File: src/rtl/mc_control_fsm.sv
// mc_control_fsm: multicycle RV64 control unit sequencing the shared ALU, datapath write enables and memory handshake
module mc_control_fsm #(
  parameter int MEM_TIMEOUT = 16
) (
  input  logic       clk,
  input  logic       reset_n,
  input  logic [6:0] opcode,
  input  logic [2:0] funct3,
  input  logic       zero,
  input  logic       mem_ready,
  output logic [2:0] alu_srcb_sel,
  output logic [1:0] alu_srca_sel,
  output logic [1:0] alu_op,
  output logic       pc_write,
  output logic       old_pc_write,
  output logic       ir_write,
  output logic       aluout_write,
  output logic       mem_read,
  output logic       mem_write,
  output logic       i_or_d,
  output logic       mdr_write,
  output logic       reg_write,
  output logic [1:0] wb_sel,
  output logic [3:0] state_o,
  output logic       illegal_instr,
  output logic       mem_err
);
  localparam logic [3:0] FETCH = 4'd0, DECODE = 4'd1, EXEC_R = 4'd2, EXEC_I = 4'd3,
                         MEM_ADDR = 4'd4, MEM_RD = 4'd5, MEM_WR = 4'd6, WB_ALU = 4'd7,
                         WB_MEM = 4'd8, BRANCH = 4'd9, JAL = 4'd10, LUI = 4'd11, TRAP = 4'd15;
  localparam logic [6:0] OP_R = 7'b0110011, OP_I = 7'b0010011, OP_LD = 7'b0000011,
                         OP_SD = 7'b0100011, OP_BR = 7'b1100011, OP_JAL = 7'b1101111,
                         OP_LUI = 7'b0110111;
  logic [3:0] state, nxt;
  logic [7:0] cnt;
  logic waiting, timeout, br_ok, take;
  assign waiting = (state == FETCH || state == MEM_RD || state == MEM_WR) && !mem_ready;
  assign timeout = waiting && cnt == 8'(MEM_TIMEOUT - 1);
  assign br_ok = funct3 == 3'b000 || funct3 == 3'b001;
  assign take = (funct3 == 3'b000 && zero) || (funct3 == 3'b001 && !zero);
  always_comb begin
    nxt = state;
    case (state)
      FETCH:                 nxt = mem_ready ? DECODE : FETCH;
      DECODE:                nxt = opcode == OP_R ? EXEC_R :
                                   opcode == OP_I ? EXEC_I :
                                   (opcode == OP_LD || opcode == OP_SD) ? MEM_ADDR :
                                   opcode == OP_BR ? BRANCH :
                                   opcode == OP_JAL ? JAL :
                                   opcode == OP_LUI ? LUI : TRAP;
      EXEC_R, EXEC_I, LUI:   nxt = WB_ALU;
      MEM_ADDR:              nxt = opcode == OP_LD ? MEM_RD : MEM_WR;
      MEM_RD:                nxt = mem_ready ? WB_MEM : MEM_RD;
      MEM_WR:                nxt = mem_ready ? FETCH : MEM_WR;
      WB_ALU, WB_MEM, JAL:   nxt = FETCH;
      BRANCH:                nxt = br_ok ? FETCH : TRAP;
      default:               nxt = TRAP;
    endcase
    if (timeout) nxt = TRAP;
  end
  always_ff @(posedge clk) begin
    if (!reset_n) begin
      state   <= FETCH;
      cnt     <= '0;
      mem_err <= 1'b0;
    end else begin
      state   <= nxt;
      cnt     <= nxt != state ? '0 : waiting ? cnt + 8'd1 : cnt;
      mem_err <= mem_err | timeout;
    end
  end
  assign alu_srca_sel = (state == DECODE || state == JAL) ? 2'b10 :
                        (state == EXEC_R || state == EXEC_I || state == MEM_ADDR || state == BRANCH) ? 2'b01 :
                        state == LUI ? 2'b11 : 2'b00;
  assign alu_srcb_sel = state == FETCH ? 3'b001 :
                        state == DECODE ? 3'b011 :
                        (state == EXEC_I || state == MEM_ADDR || state == LUI) ? 3'b100 :
                        state == JAL ? 3'b101 : 3'b000;
  assign alu_op        = (state == EXEC_R || state == EXEC_I) ? 2'b10 : state == BRANCH ? 2'b01 : 2'b00;
  assign pc_write      = (state == FETCH && mem_ready) || state == JAL || (state == BRANCH && take);
  assign old_pc_write  = state == FETCH && mem_ready;
  assign ir_write      = state == FETCH && mem_ready;
  assign aluout_write  = state == DECODE || state == EXEC_R || state == EXEC_I || state == MEM_ADDR || state == LUI;
  assign mem_read      = state == FETCH || state == MEM_RD;
  assign mem_write     = state == MEM_WR;
  assign i_or_d        = state == MEM_RD || state == MEM_WR;
  assign mdr_write     = state == MEM_RD && mem_ready;
  assign reg_write     = state == WB_ALU || state == WB_MEM || state == JAL;
  assign wb_sel        = state == WB_MEM ? 2'b01 : state == JAL ? 2'b10 : 2'b00;
  assign state_o       = state;
  assign illegal_instr = state == TRAP;
endmodule

File: config.mk
export PLATFORM = sky130hd
export DESIGN_NAME = mc_control_fsm
export DESIGN_NICKNAME = d
export VERILOG_FILES = /design/src/rtl/mc_control_fsm.sv
export SDC_FILE = /design/constraint.sdc
export NUM_CORES = 1
export LEC_CHECK = 0
export BUFFER_PORTS_ARGS = -buffer_cell sky130_fd_sc_hd__buf_2
export CORE_MARGIN = 4
export CORE_UTILIZATION = 39
export CTS_CLUSTER_DIAMETER = 60
export DETAILED_ROUTE_END_ITERATION = 8
export GPL_TIMING_DRIVEN = 0
export SKIP_LAST_GASP = 1
export SYNTH_ARGS = -nofsm -noshare
export SYNTH_HDL_FRONTEND = slang
export SYNTH_SLANG_ARGS = --single-unit
File: constraint.sdc
create_clock -name clk -period 2.9 [get_ports clk]
set_input_delay 0.145 -clock clk [delete_from_list [all_inputs] [get_ports clk]]
set_output_delay 0.145 -clock clk [all_outputs]
set_load 0.005 [all_outputs]
==> Word-level counts from Yosys, hierarchy flattened <==
Cells that the tools add are included.
Widths: inputs -> output; s select.
{ "op_classes": {"n_addsub": 1, "n_eq_ne": 22, "mux": 24, "n_bitwise": 2, "reduce_logical": 34} }
{ "ops": {"columns": ["op", "n"], "rows": [
  ["$pmux 4 s8", 1],
  ["$mux 3", 8],
  ["$mux 4", 6],
  ["$eq 7x6->1 const B", 3],
  ["$eq 4x4->1 const B", 5],
  ["$logic_or 1x1->1", 20],
  ["$eq 4x3->1 const B", 4],
  ["$eq 7x7->1 const B", 2],
  ["$mux 2", 7],
  ["$add 8x1->8 const B", 1],
  ["$eq 4x2->1 const B", 2],
  ["$eq 8x4->1 const B", 1],
  ["$eq 7x2->1 const B", 1],
  ["$eq 7x5->1 const B", 1],
  ["$logic_and 1x1->1", 7],
  ["$reduce_or 3->1", 2],
  ["$eq 4x1->1 const B", 1],
  ["$logic_not 4->1", 1],
  ["$ne 4x4->1", 1],
  ["$eq 3x1->1 const B", 1],
  ["$logic_not 3->1", 1],
  ["$logic_not 1->1", 2],
  ["$mux 1", 2],
  ["$reduce_or 2->1", 1],
  ["other kinds (2)", 2]
]} }
{ "word_totals": {"ff_bits": 13, "out_inout_bits": 24} }

==> Logic depth before layout (Yosys ltp) <==
Gate-level depths: netlist (run 1).
{ "depth": {"word_depth": 11, "mapped_depth": 7, "mapped_depth_nobuf": 6} }

==> Worst setup path after synthesis (run 1) <==
OpenSTA, ideal clock, no wires.
{ "synth_path": {"path_kind": "reg2reg", "startpoint": "reg state[0], in the netlist state_o[0]", "endpoint": "reg cnt[6]", "arrival_ns": 1.957, "t_required_ns": 2.822, "setup_slack_ns": 0.864, "stages_incl_launch_ff": 8, "period_less_slack_ns": 2.036, "path_cell_list": "dfxtp_1 buf_6 or4b_4 or4b_1 a221oi_2 mux2i_1 o21ai_2 nor3_1"} }
{ "synth_via": {"elab_chain_cells": 8, "elab_cells_between_ends": 22} }
{ "synth_rtl": {"columns": ["item", "line", "rtl"], "rows": [
  ["from (decl)", "34", "logic [3:0] state, nxt;"],
  ["from (signal assigned)", "67", "state <= nxt;"],
  ["parallel branches: the longest is 8 deep, another holds $pmux 4 s8", null, null],
  ["to (signal assigned)", "68", "cnt <= nxt != state ? '0 : waiting ? cnt + 8'd1 : cnt;"],
  ["to (decl)", "35", "logic [7:0] cnt;"]
]} }
Parallel ways; which one is timed is not known.
A chain may end at the register's enable or synchronous reset.

==> Worst setup path after layout (run 1) <==
{ "layout_path": {"startpoint": "reg state[2], in the netlist state_o[2]", "endpoint": "reg cnt[3]"} }
Same word-level chain as after synthesis.

==> results of run 1 <==
Yosys cell counts (2+ instances only):
master / count
inv_1: 5
a211oi_1: 4
mux2i_1: 3
a211o_1: 2
nor2b_1: 2
and3_1: 3
nor2_1: 15
a21oi_1: 7
dfxtp_1: 13
clkbuf_1: 4
a31oi_1: 2
o21ai_0: 8
buf_4: 3
a21o_1: 2
xor2_1: 7
buf_6: 2
nand2b_1: 2
nand4_1: 3
o22ai_1: 2
nor3_1: 14
xnor2_1: 2
nand3_1: 5
nand2_1: 10
nand4bb_1: 2
flip-flops by register name, indices dropped and copies added, names as in the netlist:
| name | flops |
|---|---|
| mem_err | 1 |
| cnt | 8 |
| state_o | 4 |
path summary, 6_finish.rpt:
| check | end | slack (ns) | startpoint |
|---|---|---|---|
| setup / recovery | cnt[3] | 0.55 | state_o[2] |
| hold / removal | state_o[3] | 0.20 | reset_n |
| setup reg to reg | cnt[3] | 0.55 | state_o[2] |
| hold reg to reg | mem_err | 0.50 | mem_err |
power groups by stage:
stage	clock [W]	sequential [W]	combinational, W
6_report	0.000110	0.000235	0.000894
2_1_floorplan	0	0.000236	0.000635
4_1_cts	0.000115	0.000235	0.000892
5_1_grt	0.000127	0.000239	0.000983
3_5_place_dp	0	0.000239	0.000891
3_3_place_gp	0	0.000237	0.000878
final cells by class:
| class | count | area, um^2 |
|---|---|---|
| clock buffers | 3 | 22.52 |
| repair buffers | 36 | 180.2 |
| well taps | 31 | 38.79 |
| plain buffers | 10 | 65.06 |
| fillers | 290 | 1398 |
| multi-input cells | 123 | 840.8 |
| clock inverters | 1 | 5.005 |
| inverters | 5 | 18.77 |
| flip-flops and latches | 13 | 260.3 |
cells by family (layout without fill, tap and decap cells):
kind of cell / after synthesis / in the layout / synth area share (%)
fa+ha+maj: 1 / 1 / 1.056
buf+inv: 15 / 55 / 7.074
compound gates: 41 / 41 / 27.56
mux: 3 / 3 / 2.534
flops: 13 / 13 / 21.96
xor+xnor: 10 / 10 / 8.026
simple gates: 68 / 68 / 31.79
critical path, cell delays in order (launching register included):
cell       delay, ns
dfxtp_1         0.50
o21ba_2         0.24
a2111oi_4       0.55
nand4_1         0.33
nand4_1         0.24
o2111ai_4       0.19
nor3_1          0.22
routing by layer:
layer	global-route usage (%)	up-vias	share of wire (%)
met4	3.581	0	0.78
met3	5.329	4	7.0
li1	-	646	-
met5	0	-	0
met2	26.09	53	46
met1	22.10	585	46
stage by stage:
step	power, W	util (%)	instances
finish	0.001239	50.60	222
global route	0.001349	50.60	222
CTS	0.001242	50.60	222
detailed placement	0.001130	49.62	218
global placement	0.001115	49.62	218
floorplan	0.0008709	-	151
==> metrics.md, run 1 <==
| Metric | Value |
|---|---|
| Clock power frac | between 8 and 9% |
| Via density | roughly 5.8 |
| P_int | 0.0006379 W |
| Slew HR | 64.63% |
| Worst r2r path cells | 6 |
| Std cell rows | 19 |
| P per Cell Area | roughly 870 mW/mm^2 |
| Die W | around 63 um |
| Clk root buf | clkbuf_4 |
| RSZ-0062 raised after global routing | false |
| Placed Area | about 0.0014 mm^2 |
| Initial Util | between 40% and 50% |
| Post_cts resized | 0 |
| Final Hold Viols | 0 |
| CP endpoint kind | flop |
| Syn nets | between 150 and 200 |
| Slew @ Worst Pin | about 0.53 ns |
| Min cycle time layout | approximately 2.4 ns |
| Total track usage | between 10% and 20% |
| YS warnings | 0 |
| # DRC | 0 |
| Most frequent cells in the layout | buf_2 (37), nor2_1 (15), nor3_1 (14) |
| Endpoints failing setup | 0 |
| Wire per inst | ~15 um |
| Clock Skew | slightly below 0.009 ns |
| Clk_lat worst skew | 0.28 ns |
| Core Footprint | between 0.002 and 0.003 mm^2 |
| Vias in the first global route | between 1000 and 1500 |
| Initial antenna violation count | 0 |
| Most frequently used flop master after synthesis | dfxtp_1 |
| Post-Synthesis Cells | 151 |
| Post-DP HPWL | about 2700 um |
| Final worst-path cycle share | between 80 and 90% |
| CTS tree | built |
| Clock Sinks | 13 |
| N_diodes | 0 |
| Share of cells above drive strength 1 | about 29% |
| Max Slew Vio Count | 0 |
| Final nets | 207 |
| WHS | about 0.2 ns |
| Switching Fraction | 48.50% |
| Routability congestion estimate | 0.8003 |
| Number of buffers created by CTS | 3 |
| Largest net degree at the start of global routing | 11 |
| IO buf count | 36 |
| GRT Residual Overflow | 0 |
| CP Max Fanout | 8 |
| Area Overhead vs Synth | 20.80% |
| H-tree Lvls | 1 |
| Flop pwr share | between 10% and 20% |
| Vias | about 1300 |
| Critical path class | reg2reg |
| Max cap viols | 0 |
| Worst hold path class | in2reg |
| Combinational fraction of design power | between 70 and 80% |
| Clk pin slew, worst setup/hold paths | about 0.080 ns |
| Post-Route Setup TNS | 0 ns |
| Mapped cell area | roughly 0.0012 mm^2 |
| Netlist cell types | 53 |
| DRT iter0 DRCs | approximately 140 |
| Worst EP arrival | 2.55 ns |
| Max VDD drop | 0.3365 mV |
| Setup slack after layout | 0.5474 ns |
| Pre-CTS setup slack | 0.5565 ns |
| Synth Register Bits | 13 |
| Startpoint type of the worst setup path | flop |
| DRT Pass-1 Iters | 5 |
| Max Clock Freq | between 400 and 500 MHz |
| DRT antenna net count | 0 |
| Clock Tree Buf Depth | 2 |
| DRT Wirelength | 3326 um |
| Synth top area cells | dfxtp_1 (22%), nor3_1 (5.9%), xor2_1 (5.2%) |
| Outcome | finished clean |
| Boundary pin count | 38 |
| # hold bufs at CTS | 0 |
| CP required | ~3.1 ns |
| Die ar. | roughly 0.0040 mm^2 |
| Fin area | around 0.0014 mm^2 |
| Setup bufs post-CTS | 0 |
| Seq/Total Area, Yosys | 21.96% |
| Hold Crit Depth | 3 |
| Die height | around 63 um |
| Synth async-reset ratio | 0% |
| Cell taking the most area after synthesis | dfxtp_1 |
| Sw Pwr | between 0.0006 and 0.0007 W |
| Post-synth EDFFs | 0 |
| Most common cell after layout, fill and taps aside | buf_2 |
| Post-synth top area share | a little over a fifth |
| First-pass GRT wire length | approximately 5500 um |
| Leakage | between 0.6 and 0.7 nW |
| Syn Area/Cell | about 7.8 um^2 |
Power figures use the tool's default switching activity.
==> run 2: changes to the inputs <==
--- a/config.mk
+++ b/config.mk
@@ -5,12 +5,14 @@
 export SDC_FILE = /design/constraint.sdc
 export NUM_CORES = 1
 export LEC_CHECK = 0
+export ABC_AREA = 1
 export BUFFER_PORTS_ARGS = -buffer_cell sky130_fd_sc_hd__buf_2
 export CORE_MARGIN = 4
 export CORE_UTILIZATION = 39
 export CTS_CLUSTER_DIAMETER = 60
 export DETAILED_ROUTE_END_ITERATION = 8
 export GPL_TIMING_DRIVEN = 0
+export PLACE_DENSITY = 0.67
 export SKIP_LAST_GASP = 1
 export SYNTH_ARGS = -nofsm -noshare
 export SYNTH_HDL_FRONTEND = slang
==> constraint.sdc (replaced) <==
create_clock -name clk -period 2.05 [get_ports clk]
set_input_delay 0.1025 -clock clk [delete_from_list [all_inputs] [get_ports clk]]
set_output_delay 0.1025 -clock clk [all_outputs]
set_load 0.005 [all_outputs]
==> metrics.md, run 2 <==
| Metric | Value |
|---|---|
| Seq/Total Area, Yosys | 22.83% (+0.87 points) |
| Most common cell after layout, fill and taps aside | nor2_1 |
| Final nets | 261 (+26%) |
| Post-synth EDFFs | 0 (unchanged) |
| Leakage | 0.7490 nW (+23%) |
| Flop pwr share | 25.1% (+6.1 points) |
| GRT Residual Overflow | 0 (unchanged) |
| Number of buffers created by CTS | 3 (unchanged) |
| Clock power frac | 11.1% (+2.2 points) |
| Post-Route Setup TNS | 0 ns (unchanged) |
| Sw Pwr | 0.0007046 W (+17%) |
| Worst EP arrival | 2.05 ns (-0.50 ns) |
| P_int | 0.0007251 W (+14%) |
| Area Overhead vs Synth | 22.72% |
| Top Usage Layer GRT | met2 |
| Clk root buf | clkbuf_4 |
| Largest net degree at the start of global routing | 9 (-2) |
| Initial antenna violation count | 0 (unchanged) |
| DRT antenna net count | 0 (unchanged) |
| Min cycle time layout | 1.826 ns (-0.5268 ns) |
| Worst hold path class | in2reg |
| Outcome | finished clean |
| # DRC | 0 (unchanged) |
| Synth async-reset ratio | 0% (unchanged) |
| Final Hold Viols | 0 (unchanged) |
| DRT iter0 DRCs | 58 (-59%) |
| DRT Pass-1 Iters | 4 (-1) |
| Max FFs per register | 8 (unchanged) |
| Post-synth top area share | 22.83% (+0.87 points) |
| Endpoints failing setup | 0 (unchanged) |
| Routability congestion estimate | 0.8397 (+4.9%) |
| Max Clock Freq | 547.7 MHz (+29%) |
| # hold bufs at CTS | 0 (unchanged) |
| Clk_lat worst skew | 0.28 ns (about the same) |
| Syn nets | 219 (+32%) |
| Slew @ Worst Pin | 0.2885 ns (-0.2421 ns) |
| Grt met3 use | 5.165% (-0.16 points) |
| Clock Tree Buf Depth | 2 (unchanged) |
| CTS tree | built |
| Combinational fraction of design power | 63.8% (-8.3 points) |
| Top-count cell post-synth | nor2_1 |
| Syn Area/Cell | 5.587 um^2 (-29%) |
| CP Max Fanout | 8 (unchanged) |
| Final worst-path cycle share | 89.06% (+7.9 points) |
| Die W | 62.06 um (-1.7%) |
| Synth Register Bits | 13 (unchanged) |
| Core Footprint | 0.002781 mm^2 (-1.7%) |
| Setup bufs post-CTS | 0 (unchanged) |
| Wire per inst | 10.07 um (-33%) |
| Post-synth top cells | nor2_1 (47), nand2_1 (43), inv_1 (32), nand3_1 (19), dfxtp_1 (13) |
| First-pass GRT wire length | 4629 um (-15%) |
| Startpoint type of the worst setup path | flop |
| Vias | 1292 (+0.31%) |
| IO buf count | 37 (+2.8%) |
| Post-Synthesis Cells | 204 (+35%) |
| Fill count | 327 (+13%) |
| Clock Skew | 0.002965 ns (-0.005762 ns) |
| CP endpoint kind | flop |
| Cell taking the most area after synthesis | dfxtp_1 |
| Initial Util | 40.98% (-0.90 points) |
| Share of cells above drive strength 1 | 27.35% (-2.0 points) |
| Slew HR | 80.53% (+16 points) |
| Clock Sinks | 13 (unchanged) |
| Area of the multi-input gates | 743.2 um^2 (-12%) |
| YS warnings | 0 (unchanged) |
| Std cell rows | 19 (unchanged) |
| P per Cell Area | 1022 mW/mm^2 (+18%) |
| Via density | 4.681 (-19%) |
| Clk pin slew, worst setup/hold paths | 0.08 ns (about the same) |
| Most frequent cells in the layout | nor2_1 (46), nand2_1 (43), buf_2 (37) |
| DRT Wirelength | 2780 um (-16%) |
| Die ar. | 0.003851 mm^2 (-3.3%) |
| CP required | 2.27 ns (-0.82 ns) |
| Max cap viols | 0 (unchanged) |
| Post_cts resized | 0 (unchanged) |
| WHS | 0.1479 ns (-0.04712 ns) |
| Synth top area cells | dfxtp_1 (23%), nor2_1 (15%), nand2_1 (14%) |
| N_diodes | 0 (unchanged) |
| Global Route met1 Usage | 22.69% (+0.59 points) |
| Utilization after layout | 50.29% (-0.30 points) |
| Vias in the first global route | 1079 (-9.1%) |
| Netlist cell types | 22 (-58%) |
| Max Slew Vio Count | 0 (unchanged) |
| Max VDD drop | 0.6327 mV (+88%) |
| Mapped cell area | 0.001140 mm^2 (-3.8%) |
| Total track usage | 15.86% (-0.75 points) |
| Most frequently used flop master after synthesis | dfxtp_1 |
| Reg with most FFs | cnt |
| Boundary pin count | 38 (unchanged) |
| Storage element area | 265.3 um^2 (+1.9%) |
| Critical path class | reg2reg |
| Post-DP HPWL | 2331 um (-12%) |
| Switching Fraction | 49.28% (+0.79 points) |
| H-tree Lvls | 1 (unchanged) |
| RSZ-0062 raised after global routing | false |
| M2 GR Usage | 23.08% (-3.0 points) |
| Die height | 62.06 um (-1.7%) |
[run 2: layout make-up]
class                      instances  share of cell area, %
sequential                        13                  18.96
multi-input combinational        155                  53.13
buffer                             1                 0.5367
inverter                          35                  9.392
clock inverter                     1                 0.3578
clock buffer                       3                  1.610
tap                               31                  2.773
timing repair buffer              37                  13.24
[run 2: cells by family after synthesis]
kind of cell / synth area share, %
AO/OA/AOI/OAI: 7.684
XOR/XNOR: 6.147
adder cells (fa/ha/maj): 1.098
buffers and inverters: 12.19
flip-flops: 22.83
multiplexers: 0.9879
AND/OR/NAND/NOR: 49.07
[run 2: final timing paths]
check	startpoint	to	slack, ns	depth (start not counted)
hold / removal	reset_n	state_o[1]	0.15	3
setup / recovery	state_o[1]	cnt[2]	0.22	13
setup reg to reg	state_o[1]	cnt[2]	0.22	13
hold reg to reg	mem_err	mem_err	0.46	2
[run 2: routing by layer]
metal  part of all wire (%)  vias up  wire length, um
met1                     48      534             1333
met2                     43       41             1196
li1                       -      715                -
met4                   0.54        0               15
met5                      0        -                0
met3                    8.4        2              234
[run 2: power groups by stage]
stage	registers (W)	clock network, W	logic, W
floorplan	0.000341	0	0.000628
global placement	0.000355	0	0.000910
detailed placement	0.000355	0	0.000909
CTS	0.000349	0.000167	0.000914
global route	0.000365	0.000179	0.00105
finish	0.000358	0.000159	0.000912
[run 2: stage by stage]
step | total power [W] | instance area [um^2] | setup WS, ns | std cells
global route | 0.001589 | 1399 | 0.009009 | 276
floorplan | 0.0009693 | 1140 | 0.4356 | 204
finish | 0.001430 | 1399 | 0.2242 | 276
global placement | 0.001265 | 1364 | 0.1660 | 272
CTS | 0.001430 | 1391 | 0.1691 | 276
detailed placement | 0.001264 | 1364 | 0.2010 | 272
[run 2: worst max-delay path, stage by stage (launching register included)]
cell	delay [ns]
dfxtp_2	0.38
inv_1	0.16
nand2_1	0.14
nor2_2	0.19
inv_2	0.05
nor2_1	0.13
nand2_1	0.09
nand2_1	0.08
nor2_1	0.06
nand3_1	0.07
nand2_1	0.06
nor2_1	0.11
nand2_2	0.14
nor2_1	0.10
